==> config.mk <==
export PLATFORM = sky130hd
export DESIGN_NAME = multicycle_ctrl
export DESIGN_NICKNAME = d
export VERILOG_FILES = /design/src/rtl/rv32_ctrl_pkg.sv /design/src/rtl/rv32_op_decode.sv /design/src/rtl/multicycle_ctrl.sv
export SDC_FILE = /design/constraint.sdc
export NUM_CORES = 1
export LEC_CHECK = 0
export CAP_MARGIN = 10
export CORE_MARGIN = 2
export CORE_UTILIZATION = 50
export DETAILED_ROUTE_END_ITERATION = 12
export GPL_ROUTABILITY_DRIVEN = 0
export MAX_ROUTING_LAYER = met4
export PLACE_DENSITY_LB_ADDON = 0.2
export SKIP_LAST_GASP = 1
export SYNTH_ARGS = -nofsm -noshare
export SYNTH_HDL_FRONTEND = slang
export SYNTH_SLANG_ARGS = --single-unit
==> constraint.sdc <==
create_clock -name clk -period 6.09 [get_ports clk]
set_input_delay 0.9135 -clock clk [delete_from_list [all_inputs] [get_ports clk]]
set_output_delay 0.9135 -clock clk [all_outputs]
set_load 0.01 [all_outputs]
==> src/rtl/rv32_ctrl_pkg.sv <==
// Shared encodings for the RV32I multi-cycle control path: opcodes, FSM states,
// instruction classes, ALU ops and datapath select codes.
package rv32_ctrl_pkg;

  localparam logic [6:0] OPC_LUI    = 7'b0110111;
  localparam logic [6:0] OPC_AUIPC  = 7'b0010111;
  localparam logic [6:0] OPC_JAL    = 7'b1101111;
  localparam logic [6:0] OPC_JALR   = 7'b1100111;
  localparam logic [6:0] OPC_BRANCH = 7'b1100011;
  localparam logic [6:0] OPC_LOAD   = 7'b0000011;
  localparam logic [6:0] OPC_STORE  = 7'b0100011;
  localparam logic [6:0] OPC_OPIMM  = 7'b0010011;
  localparam logic [6:0] OPC_OP     = 7'b0110011;

  typedef enum logic [2:0] {
    S_FETCH, S_DECODE, S_EXEC, S_MEM, S_WB, S_TRAP
  } state_e;

  typedef enum logic [3:0] {
    CLS_ILL, CLS_LUI, CLS_AUIPC, CLS_JAL, CLS_JALR, CLS_BRANCH,
    CLS_LOAD, CLS_STORE, CLS_OPIMM, CLS_OP
  } class_e;

  localparam logic [3:0] ALU_ADD    = 4'd0;
  localparam logic [3:0] ALU_SUB    = 4'd1;
  localparam logic [3:0] ALU_SLL    = 4'd2;
  localparam logic [3:0] ALU_SLT    = 4'd3;
  localparam logic [3:0] ALU_SLTU   = 4'd4;
  localparam logic [3:0] ALU_XOR    = 4'd5;
  localparam logic [3:0] ALU_SRL    = 4'd6;
  localparam logic [3:0] ALU_SRA    = 4'd7;
  localparam logic [3:0] ALU_OR     = 4'd8;
  localparam logic [3:0] ALU_AND    = 4'd9;
  localparam logic [3:0] ALU_PASS_B = 4'd10;

  localparam logic [2:0] IMM_I = 3'd0;
  localparam logic [2:0] IMM_S = 3'd1;
  localparam logic [2:0] IMM_B = 3'd2;
  localparam logic [2:0] IMM_U = 3'd3;
  localparam logic [2:0] IMM_J = 3'd4;

  localparam logic [1:0] PC_SEL_PC4  = 2'd0;
  localparam logic [1:0] PC_SEL_IMM  = 2'd1;
  localparam logic [1:0] PC_SEL_JALR = 2'd2;

  localparam logic [1:0] WB_SEL_ALU  = 2'd0;
  localparam logic [1:0] WB_SEL_LOAD = 2'd1;
  localparam logic [1:0] WB_SEL_PC4  = 2'd2;
  localparam logic [1:0] WB_SEL_IMM  = 2'd3;

  localparam logic [1:0] TRAP_NONE    = 2'd0;
  localparam logic [1:0] TRAP_ILLEGAL = 2'd1;
  localparam logic [1:0] TRAP_TIMEOUT = 2'd2;

  // alt selects SUB at f3=000 and SRA at f3=101 (funct7 bit 5)
  function automatic logic [3:0] alu_from_f3(input logic [2:0] f3, input logic alt);
    case (f3)
      3'b000:  return alt ? ALU_SUB : ALU_ADD;
      3'b001:  return ALU_SLL;
      3'b010:  return ALU_SLT;
      3'b011:  return ALU_SLTU;
      3'b100:  return ALU_XOR;
      3'b101:  return alt ? ALU_SRA : ALU_SRL;
      3'b110:  return ALU_OR;
      default: return ALU_AND;
    endcase
  endfunction

endpackage

==> src/rtl/rv32_op_decode.sv <==
// Combinational RV32I field decode: legality, instruction class and datapath selects.
// Zero latency; no flow control.
module rv32_op_decode
  import rv32_ctrl_pkg::*;
(
  input  logic [6:0] cmd_op_i,
  input  logic [2:0] cmd_f3_i,
  input  logic [6:0] cmd_f7_i,
  output logic       legal_o,
  output class_e     cls_o,
  output logic [3:0] alu_op_o,
  output logic       alu_a_pc_o,
  output logic       alu_b_imm_o,
  output logic [2:0] imm_type_o,
  output logic [1:0] wb_sel_o
);

  logic f7_zero, f7_alt;
  assign f7_zero = (cmd_f7_i == 7'b0000000);
  assign f7_alt  = (cmd_f7_i == 7'b0100000);

  always_comb begin
    legal_o     = 1'b0;
    cls_o       = CLS_ILL;
    alu_op_o    = ALU_ADD;
    alu_a_pc_o  = 1'b0;
    alu_b_imm_o = 1'b0;
    imm_type_o  = IMM_I;
    wb_sel_o    = WB_SEL_ALU;
    case (cmd_op_i)
      OPC_LUI: begin
        legal_o = 1'b1; cls_o = CLS_LUI; alu_op_o = ALU_PASS_B;
        alu_b_imm_o = 1'b1; imm_type_o = IMM_U; wb_sel_o = WB_SEL_IMM;
      end
      OPC_AUIPC: begin
        legal_o = 1'b1; cls_o = CLS_AUIPC; alu_a_pc_o = 1'b1;
        alu_b_imm_o = 1'b1; imm_type_o = IMM_U;
      end
      OPC_JAL: begin
        legal_o = 1'b1; cls_o = CLS_JAL; imm_type_o = IMM_J; wb_sel_o = WB_SEL_PC4;
      end
      OPC_JALR: begin
        legal_o = (cmd_f3_i == 3'b000); cls_o = CLS_JALR;
        alu_b_imm_o = 1'b1; wb_sel_o = WB_SEL_PC4;
      end
      OPC_BRANCH: begin
        legal_o = (cmd_f3_i != 3'b010) && (cmd_f3_i != 3'b011);
        cls_o = CLS_BRANCH; alu_op_o = ALU_SUB; imm_type_o = IMM_B;
      end
      OPC_LOAD: begin
        legal_o = cmd_f3_i inside {3'b000, 3'b001, 3'b010, 3'b100, 3'b101};
        cls_o = CLS_LOAD; alu_b_imm_o = 1'b1; wb_sel_o = WB_SEL_LOAD;
      end
      OPC_STORE: begin
        legal_o = cmd_f3_i inside {3'b000, 3'b001, 3'b010};
        cls_o = CLS_STORE; alu_b_imm_o = 1'b1; imm_type_o = IMM_S;
      end
      OPC_OPIMM: begin
        cls_o = CLS_OPIMM; alu_b_imm_o = 1'b1;
        alu_op_o = alu_from_f3(cmd_f3_i, (cmd_f3_i == 3'b101) && cmd_f7_i[5]);
        if (cmd_f3_i == 3'b001)      legal_o = f7_zero;
        else if (cmd_f3_i == 3'b101) legal_o = f7_zero || f7_alt;
        else                         legal_o = 1'b1;
      end
      OPC_OP: begin
        cls_o    = CLS_OP;
        alu_op_o = alu_from_f3(cmd_f3_i, cmd_f7_i[5]);
        legal_o  = f7_zero || (f7_alt && (cmd_f3_i == 3'b000 || cmd_f3_i == 3'b101));
      end
      default: ;
    endcase
  end

endmodule

==> src/rtl/multicycle_ctrl.sv <==
// RV32I multi-cycle control FSM: FETCH/DECODE/EXEC/MEM/WB with sticky trap.
// 3-5 cycles per instruction plus one per memory wait cycle; mem_req held until mem_ready.
module multicycle_ctrl
  import rv32_ctrl_pkg::*;
#(
  parameter int unsigned MEM_TIMEOUT = 15
) (
  input  logic       clk,
  input  logic       rst,
  input  logic [6:0] cmdOp,
  input  logic [2:0] cmdF3,
  input  logic [6:0] cmdF7,
  input  logic       br_taken,
  input  logic       mem_ready,
  output logic       mem_req,
  output logic       mem_we,
  output logic       ir_we,
  output logic       pc_we,
  output logic [1:0] pc_sel,
  output logic       reg_we,
  output logic [1:0] wb_sel,
  output logic [3:0] alu_op,
  output logic       alu_a_pc,
  output logic       alu_b_imm,
  output logic [2:0] imm_type,
  output logic       trap,
  output logic [1:0] trap_cause
);

  localparam logic [8:0] TO_LIM = 9'(MEM_TIMEOUT);

  state_e     state_q, state_d;
  logic [7:0] cnt_q, cnt_d;
  logic [1:0] cause_q, cause_d;

  logic       dec_legal, dec_a_pc, dec_b_imm;
  class_e     dec_cls;
  logic [3:0] dec_alu_op;
  logic [2:0] dec_imm;
  logic [1:0] dec_wb;
  logic       timeout_hit;

  rv32_op_decode u_dec (
    .cmd_op_i    (cmdOp),
    .cmd_f3_i    (cmdF3),
    .cmd_f7_i    (cmdF7),
    .legal_o     (dec_legal),
    .cls_o       (dec_cls),
    .alu_op_o    (dec_alu_op),
    .alu_a_pc_o  (dec_a_pc),
    .alu_b_imm_o (dec_b_imm),
    .imm_type_o  (dec_imm),
    .wb_sel_o    (dec_wb)
  );

  // this wait cycle would be the MEM_TIMEOUT-th one without mem_ready
  assign timeout_hit = ({1'b0, cnt_q} + 9'd1) >= TO_LIM;

  always_ff @(posedge clk) begin
    if (rst) begin
      state_q <= S_FETCH;
      cnt_q   <= '0;
      cause_q <= TRAP_NONE;
    end else begin
      state_q <= state_d;
      cnt_q   <= cnt_d;
      cause_q <= cause_d;
    end
  end

  always_comb begin
    state_d   = state_q;
    cause_d   = cause_q;
    mem_req   = 1'b0;
    mem_we    = 1'b0;
    ir_we     = 1'b0;
    pc_we     = 1'b0;
    pc_sel    = PC_SEL_PC4;
    reg_we    = 1'b0;
    wb_sel    = WB_SEL_ALU;
    alu_op    = ALU_ADD;
    alu_a_pc  = 1'b0;
    alu_b_imm = 1'b0;
    imm_type  = IMM_I;

    // keep operand selects stable from EXEC through write-back
    if (state_q inside {S_EXEC, S_MEM, S_WB}) begin
      alu_op    = dec_alu_op;
      alu_a_pc  = dec_a_pc;
      alu_b_imm = dec_b_imm;
      imm_type  = dec_imm;
    end

    case (state_q)
      S_FETCH: begin
        mem_req = 1'b1;
        if (mem_ready) begin
          ir_we   = 1'b1;
          state_d = S_DECODE;
        end else if (timeout_hit) begin
          state_d = S_TRAP;
          cause_d = TRAP_TIMEOUT;
        end
      end
      S_DECODE: begin
        if (dec_legal) begin
          state_d = S_EXEC;
        end else begin
          state_d = S_TRAP;
          cause_d = TRAP_ILLEGAL;
        end
      end
      S_EXEC: begin
        if (dec_cls == CLS_BRANCH) begin
          pc_we   = 1'b1;
          pc_sel  = br_taken ? PC_SEL_IMM : PC_SEL_PC4;
          state_d = S_FETCH;
        end else if (dec_cls == CLS_LOAD || dec_cls == CLS_STORE) begin
          state_d = S_MEM;
        end else begin
          state_d = S_WB;
        end
      end
      S_MEM: begin
        mem_req = 1'b1;
        mem_we  = (dec_cls == CLS_STORE);
        if (mem_ready) begin
          if (dec_cls == CLS_STORE) begin
            pc_we   = 1'b1;
            state_d = S_FETCH;
          end else begin
            state_d = S_WB;
          end
        end else if (timeout_hit) begin
          state_d = S_TRAP;
          cause_d = TRAP_TIMEOUT;
        end
      end
      S_WB: begin
        reg_we  = 1'b1;
        wb_sel  = dec_wb;
        pc_we   = 1'b1;
        if (dec_cls == CLS_JAL)       pc_sel = PC_SEL_IMM;
        else if (dec_cls == CLS_JALR) pc_sel = PC_SEL_JALR;
        state_d = S_FETCH;
      end
      default: ;
    endcase

    cnt_d = cnt_q;
    if (state_d != state_q || mem_ready) cnt_d = '0;
    else if (mem_req)                    cnt_d = cnt_q + 8'd1;
  end

  assign trap       = (state_q == S_TRAP);
  assign trap_cause = cause_q;

endmodule

==> results by group <==
Outcome
  – Status: complete, no violations

Setup path
  – Worst-path cell chain: clkdlybuf4s50_1 > nor4_1 > nand2_1 > a2111oi_0 > a22o_1 > clkdlybuf4s50_1
  – Crit path max-delay cell type: a2111oi_0
  – Crit. End Element: output port
  – Max incr delay on CP: approximately 0.85 ns
  – Worst path most repeated cell: clkdlybuf4s50_1
  – CP arrival: between 3 and 4 ns
  – WP buf/inv: 2
  – Critical Path RT: around 5.2 ns
  – CP Launch Type: input port
  – Top delay family on crit path: buffers and inverters
  – Maximum net fanout on the critical path: 14
  – Path type of the worst setup path: in2out

Timing
  – Final setup vio count: 0
  – Final Skew: roughly 0.0057 ns
  – Final period util: 79.63%
  – Slew Viols, Final: 0
  – Worst Tran Pin Value: 0.8922 ns
  – Crit path time final: 4.850 ns
  – Relative slew slack: around two fifths
  – Fmax: around 0.21 GHz
  – Final Hold Vio Count: 0
  – RSZ-0062 raised after global routing: no
  – Final TNS setup: 0 ns

Global route
  – Largest net degree at the start of global routing: 15
  – Met3 Use GR: under 10%
  – Vias in the first global route: ~1.3k
  – Gr usage total: about a quarter
  – Top Usage Layer GRT: met2
  – Initial antenna violation count: 0
  – M2 GR Usage: a little over two fifths
  – Grt ovf: 0
  – GR Util met1: between 30% and 40%
  – First-pass GRT wire length: 5.713 mm

Floorplan
  – Ports: 42
  – Core Region: around 2500 um2
  – Die Wd: ~55 um
  – Die Ht: ~55 um
  – Initial Util: roughly 53%
  – Die area: 3027 um2
  – Row count: 18

Drt
  – Final wirelength: approximately 3.7 mm
  – DRT Pass-1 Iters: 5
  – Initial DRC Count: 40
  – Drt drc: 0
  – Via count: approximately 1.6k
  – Antenna-violating nets left: 0
  – Vias per inst: roughly 6.1
  – Routed len/inst: approximately 14 um

Place
  – PortBufs: 41
  – Cell Area, Placed: ~1700 um2
  – DP Cell Count: ~260
  – Post-DP HPWL: between 2 and 3 mm

Clock network
  – Htree depth: 1
  – TritonCTS buffer count: 3
  – Worst-Skew Late Latency: approximately 0.28 ns
  – Resized cells post-CTS: 0
  – Clock Tree Buf Depth: 2
  – CTS Hold Buffers Added: 0
  – Clock Pin Slew Worst Setup and Hold Paths: approximately 0.08 ns
  – Clock sinks: 13
  – Root buf cell: clkbuf_4
  – Postcts setup bufs: 0
  – TritonCTS clock tree: done

Power and ir drop
  – Overall Power: 0.2410 mW
  – Max IR drop VDD: between 0.0001 and 0.00015 V
  – Leakage: roughly 0.6 nW
  – Pwr dens: between 100 and 150 nW/um2

Synth
  – Xor/xnor share of the synthesized area: under 10%
  – Register bit total from synthesis: 13
  – Largest family of logic cells by synthesized area: simple AND/OR/NAND/NOR gates
  – Most common flop cell mapped by yosys: dfxtp_1
  – Syn Nets: 218
  – Synthesized cell area: around 1300 um2
  – Count leader, synth: nand2_1
  – Post-Synth Adder-Cell Area: about 1.9%
  – Area contributors post-synth: dfxtp_1 20%, a21oi_1 7.3%, nand2_1 7.2%, nor2_1 6.9%, nand3_1 3.1%
  – Asr flop ratio synth: 0%
  – Commonest cells post-synth: 25 x nand2_1, 24 x nor2_1, 19 x a21oi_1
  – Unique masters post-synth: just under 50
  – Mean post-synth cell area: 6.673 um2
  – Mapped Cells: between 150 and 200
  – Mux share of post-synthesis cell area: 0.8654%
  – Post-Synth Simple-Gate Area: 38.56%
  – Post-synth EDFFs: 0
  – Compound-Gate Fraction of Synth Area: 26.54%
  – Cell taking the most area after synthesis: dfxtp_1
  – Area share of the largest cell type after synthesis: 20.00%
  – YS warnings: 0
  – Sequential element share of the synthesized area: approximately a fifth

Min path
  – Hold crit path type: reg2reg

Layout
  – Diodes inserted: 0
  – Fillers: 211
  – Design Area, Final: 1727 um2
  – Fraction of layout cells with a size suffix above 1: slightly below 5%
  – NumNets Final: about 250
  – Layout Cells excl Fill: approximately 260
  – Area Overhead vs Synth: 32.69%

Run
  – Max_cap viols: 0
-- sequential cells by signal (all words and copies together), names as in the netlist --
register    count
cnt_q           8
state_q         3
trap_cause      2
-- logic make-up (layout without fill, tap and decap cells) --
group | after synthesis | count (layout)
adders and majority gates | 2 | 2
muxes | 1 | 1
AOI/OAI and AO/OA | 51 | 51
and+or+nand+nor | 99 | 99
xor gates and xnor gates | 8 | 8
DFF | 13 | 13
buffers and inverters | 21 | 55
-- final timing paths --
kind / startpoint / endpoint / slack, ns / cells past startpoint
setup / recovery: cmdOp[2] / pc_sel[0] / 1.24 / 6
hold reg to reg: trap_cause[0]$_SDFFE_PP0P_ / trap_cause[0]$_SDFFE_PP0P_ / 0.46 / 2
setup reg to reg: cnt_q[0]$_SDFFE_PP0N_ / cnt_q[1]$_SDFFE_PP0N_ / 3.61 / 8
hold / removal: trap_cause[0]$_SDFFE_PP0P_ / trap_cause[0]$_SDFFE_PP0P_ / 0.46 / 2
-- report_power, final --
group | total [mW] | internal (mW) | switching, mW
clock | 0.0538 | 0.0244 | 0.0295
combinational | 0.0905 | 0.0412 | 0.0493
sequential | 0.0967 | 0.0893 | 0.00737
-- per-layer routing --
metal	vias to the layer above	routed length, um
li1	782	-
met3	2	254
met5	-	0
met1	720	1587
met2	77	1850
met4	0	15
-- cell usage in the layout (no fill, tap or decap), drive strengths merged, types with 4 or more instances in the layout --
cell type      instances
dfxtp                 13
a21oi                 19
xnor2                  4
xor2                   4
inv                   10
nor4                   5
nand4                  4
nand2                 25
nand3                  8
nor3                   6
nor2b                  6
nor2                  24
clkdlybuf4s50         41
o21ai                  8
-- tightest hold or removal path: stages (launching register included) --
cell     delay (ns)
dfxtp_1        0.31
nand2_1        0.05
a21oi_1        0.05
-- stage by stage --
stage	util, %	hold WS [ns]	worst slack, ns
after floorplan	-	0.4745	2.785
after global placement	68.59	0.4464	1.548
after detailed placement	68.59	0.4487	1.385
after CTS	69.70	0.4598	1.364
after global routing	69.70	0.4767	1.144
final	69.70	0.4618	1.240
-- cell type report --
| class | instances | area [um2] | share of cell area (%) |
|---|---|---|---|
| Clock inverter | 1 | 5.005 | 0.2899 |
| Inverter | 10 | 37.54 | 2.174 |
| Multi-Input combinational cell | 161 | 953.4 | 55.22 |
| Clock buffer | 3 | 22.52 | 1.304 |
| Timing Repair Buffer | 41 | 410.4 | 23.77 |
| Tap cell | 30 | 37.54 | 2.174 |
| Sequential cell | 13 | 260.3 | 15.07 |
No activity file was read; power rests on OpenSTA's default activity.
